## src/rtl/n_bit_counter.sv

```systemverilog
// n_bit_counter: loadable, enabled, wrap-around up counter.
//
// Ports:
//   clk        - single clock, rising-edge active
//   rst        - asynchronous reset, active-low; forces count to RESET_VALUE
//   ld         - synchronous load enable (highest priority)
//   en         - synchronous count enable
//   start_seq  - value loaded into the counter when ld is high
//   count      - current counter value, registered output
//
// Parameters:
//   WIDTH        - counter and load-data width in bits (>= 1)
//   RESET_VALUE  - value held by count while rst is low
module n_bit_counter #(
    parameter int unsigned          WIDTH       = 8,
    parameter logic [WIDTH-1:0]     RESET_VALUE = '0
) (
    input  logic             clk,
    input  logic             rst,
    input  logic             ld,
    input  logic             en,
    input  logic [WIDTH-1:0] start_seq,
    output logic [WIDTH-1:0] count
);

    // Counter register: load beats increment, increment beats hold.
    // The increment wraps naturally modulo 2^WIDTH.
    always_ff @(posedge clk or negedge rst) begin
        if (!rst) begin
            count <= RESET_VALUE;
        end else if (ld) begin
            count <= start_seq;
        end else if (en) begin
            count <= count + WIDTH'(1);
        end
    end

endmodule

```

## config.mk

```make
export PLATFORM = sky130hd
export DESIGN_NAME = n_bit_counter
export DESIGN_NICKNAME = d
export VERILOG_FILES = /design/src/rtl/n_bit_counter.sv
export SDC_FILE = /design/constraint.sdc
export NUM_CORES = 1
export LEC_CHECK = 0
export ABC_CLOCK_PERIOD_IN_PS = 3030
export CORE_AREA = 2 2 39 41
export DETAILED_ROUTE_END_ITERATION = 8
export DIE_AREA = 0 0 41 43
export GPL_TIMING_DRIVEN = 0
export PLACE_DENSITY_LB_ADDON = 0.25
export SYNTH_ARGS = -nofsm -noshare
export SYNTH_HDL_FRONTEND = slang
export SYNTH_SLANG_ARGS = --single-unit
```

## constraint.sdc

```tcl
create_clock -name clk -period 3.03 [get_ports clk]
set_clock_uncertainty 0.2 [all_clocks]
set_input_delay 0.606 -clock clk [delete_from_list [all_inputs] [get_ports clk]]
set_output_delay 0.606 -clock clk [all_outputs]
set_load 0.02 [all_outputs]
```

==> run metrics <==
Biggest register=count; final hold vios=0; post-synthesis simple-gate area fraction=30.6%; full die area=1760 um^2; Final #Nets=84; # setup viols final=0; row count=14; max FFs per register=8; Post-Synth Adder-Cell Area=2.78%; Crit Path Max Fanout=5; Tightest Pin Transition=0.416 ns; critical path type=reg -> out; WP data required=2.22 ns; RSZ-0062 raised after global routing=no; crit-path max cell delay=0.65 ns; fill cell count=139; initial DRC count=4; DR WL/cell=12.1 um; Psw=95.5 uW; vias per cell=4.92; Avg Cell Area, Syn=9.19 um^2; GP Congestion=0.751; post-synthesis sequential area ratio=44.4%; Mapped Cells=49; Ys Warns=0; layout cells sized above 1=7.25%; largest net degree at the start of global routing=11; Compound-Gate Fraction of Synth Area=8.89%; Place WS=1.14 ns; Post-synth EDFFs=0; Reg power frac=44.6%; status=finished, final reports clean; clock share of power=27.5%; IO Port Bufs=17; Comb pwr share=27.8%; mux cell area share after synthesis=2.22%; antenna violations before repair=0; height of the die=43 um; Antenna diodes=0; drt pass-1 iters=2; VDD IR max=0.269 mV; I/O Pins=20; WP buf/inv=1; Syn Nets=62; Die X=41 um; crit-path cells=clkdlybuf4s50_1; area of the multi-input gates=235 um^2; Setup TNS Final=0 ns; first-pass GRT wire length=1770 um; Final period util=71.7%; area leader, netlist=dfrtp_1; Sw Share=31.3%; vias after detailed routing=418; post-CTS sizing=0; Max Freq=460 MHz; register area=200 um^2; Hold Crit Class=reg -> reg; Startpoint Class=flop; Skew-Pair Late Insertion Delay=0.26 ns; routed wire length=1030 um; initial core utilization=32.5%; H-tree Lvls=1; CP Capture Type=output pin; post-synth cell types=15; top cells by count, synth=nand2_1 (10), dfrtp_1 (8), o21ai_0 (6); ranking of synthesized cells by area=dfrtp_1 (44%), nand2_1 (8.3%), o21ai_0 (6.7%); Post-Synth XOR/XNOR Area=7.78%; CTS tree=done; Synth-to-Final Area Change=47.2%; Worst Path Arrival=1.37 ns; biggest registers after layout=count (8); total grt overflow=0; ys async rst share=100%; Mapped Area=450 um^2; DRT antenna net count=0; delay-heaviest family, CP=buffers and inverters; Tmin final=2.17 ns; Yosys reg bits=8; total setup buffers inserted after CTS=0; top_reg_cell synth=dfrtp_1; Slew Limit Fails=0; P_int=209 uW; CP max-delay cell=clkdlybuf4s50_1; Worst Setup Slack, final=0.856 ns; Hold-fix buffers, CTS=0; dpl hpwl=747 um; cts bufs inserted=3; Core ar.=1380 um^2; maximum root-to-sink buffer count=2; share of the synthesized area in the top cell type=44.4%; cell leakage power=0.264 nW; MaxCap Viol Count=0; GRT Util Overall=15.8%; vias in the first global route=393; PD cells=460 nW/um^2; main combinational cell family by area after synthesis=simple AND/OR/NAND/NOR gates; Root Buffer=clkbuf_4; Slew headroom=72.2%; most common cell in the netlist=nand2_1; total clock sinks=8; drt drc=0; CTS clock-pin slew for the worst setup and hold paths=0.05 ns
[area by class of cell]
type	instances	area share [%]
repair buffers	17	25.7
clock buffers	3	3.40
plain buffers	3	2.26
multi-input cells	38	35.5
well taps	16	3.02
flip-flops and latches	8	30.2
[logic make-up (layout without fill, tap and decap cells)]
logic type | Yosys count | after routing
simple gates | 24 | 24
compound gates | 8 | 8
flops | 8 | 8
xor+xnor | 4 | 4
buf+inv | 3 | 23
fa+ha+maj | 1 | 1
mux | 1 | 1
[metal layers]
metal	track usage [%]	share of wire, %	vias to the layer above
met4	8.00	2.3	0
met1	20.5	44	189
met5	0	0	-
met3	9.95	6.7	4
li1	-	-	215
met2	19.7	47	10
[placed cells by master, fill, tap and decap left out]
master / count
o21ai_1: 2
nand3_1: 5
nand2_1: 10
clkbuf_4: 3
nand4_4: 1
ha_1: 1
buf_4: 1
dfrtp_1: 8
clkbuf_1: 2
xor2_1: 3
nor2b_1: 3
xnor2_1: 1
or4_1: 3
clkdlybuf4s50_1: 17
nand4_1: 2
mux2i_1: 1
o21ai_0: 6
[power by group through the flow]
stage / clock network [mW] / registers (mW) / logic (mW)
final: 0.0840 / 0.136 / 0.0849
after floorplan: 0 / 0.150 / 0.0280
after detailed placement: 0 / 0.138 / 0.0851
after CTS: 0.0862 / 0.136 / 0.0857
after global routing: 0.0976 / 0.138 / 0.0932
after global placement: 0 / 0.138 / 0.0846
[path summary, 6_finish.rpt]
| path | startpoint | end | slack (ns) | depth (start not counted) |
|---|---|---|---|---|
| setup / recovery | count[2]$_DFFE_PN0P_ | count[2] | 0.86 | 1 |
| hold / removal | count[7]$_DFFE_PN0P_ | count[7]$_DFFE_PN0P_ | 0.38 | 2 |
| setup reg to reg | count[0]$_DFFE_PN0P_ | count[6]$_DFFE_PN0P_ | 1.45 | 4 |
| hold reg to reg | count[7]$_DFFE_PN0P_ | count[7]$_DFFE_PN0P_ | 0.38 | 2 |
| max in group asynchronous | rst | count[4]$_DFFE_PN0P_ | 1.91 | 1 |
| min in group asynchronous | rst | count[2]$_DFFE_PN0P_ | 0.43 | 1 |
[through the flow]
stage | power [mW] | util (%) | area (um^2) | instances | hold WS, ns
4_1_cts | 0.308 | 47.9 | 663 | 85 | 0.391
2_1_floorplan | 0.178 | - | 450 | 49 | 0.110
6_report | 0.305 | 47.9 | 663 | 85 | 0.379
3_5_place_dp | 0.223 | 46.3 | 641 | 82 | 0.385
3_3_place_gp | 0.222 | 46.3 | 641 | 82 | 0.366
5_1_grt | 0.329 | 47.9 | 663 | 85 | 0.431
(Power assumes the default switching activity.)
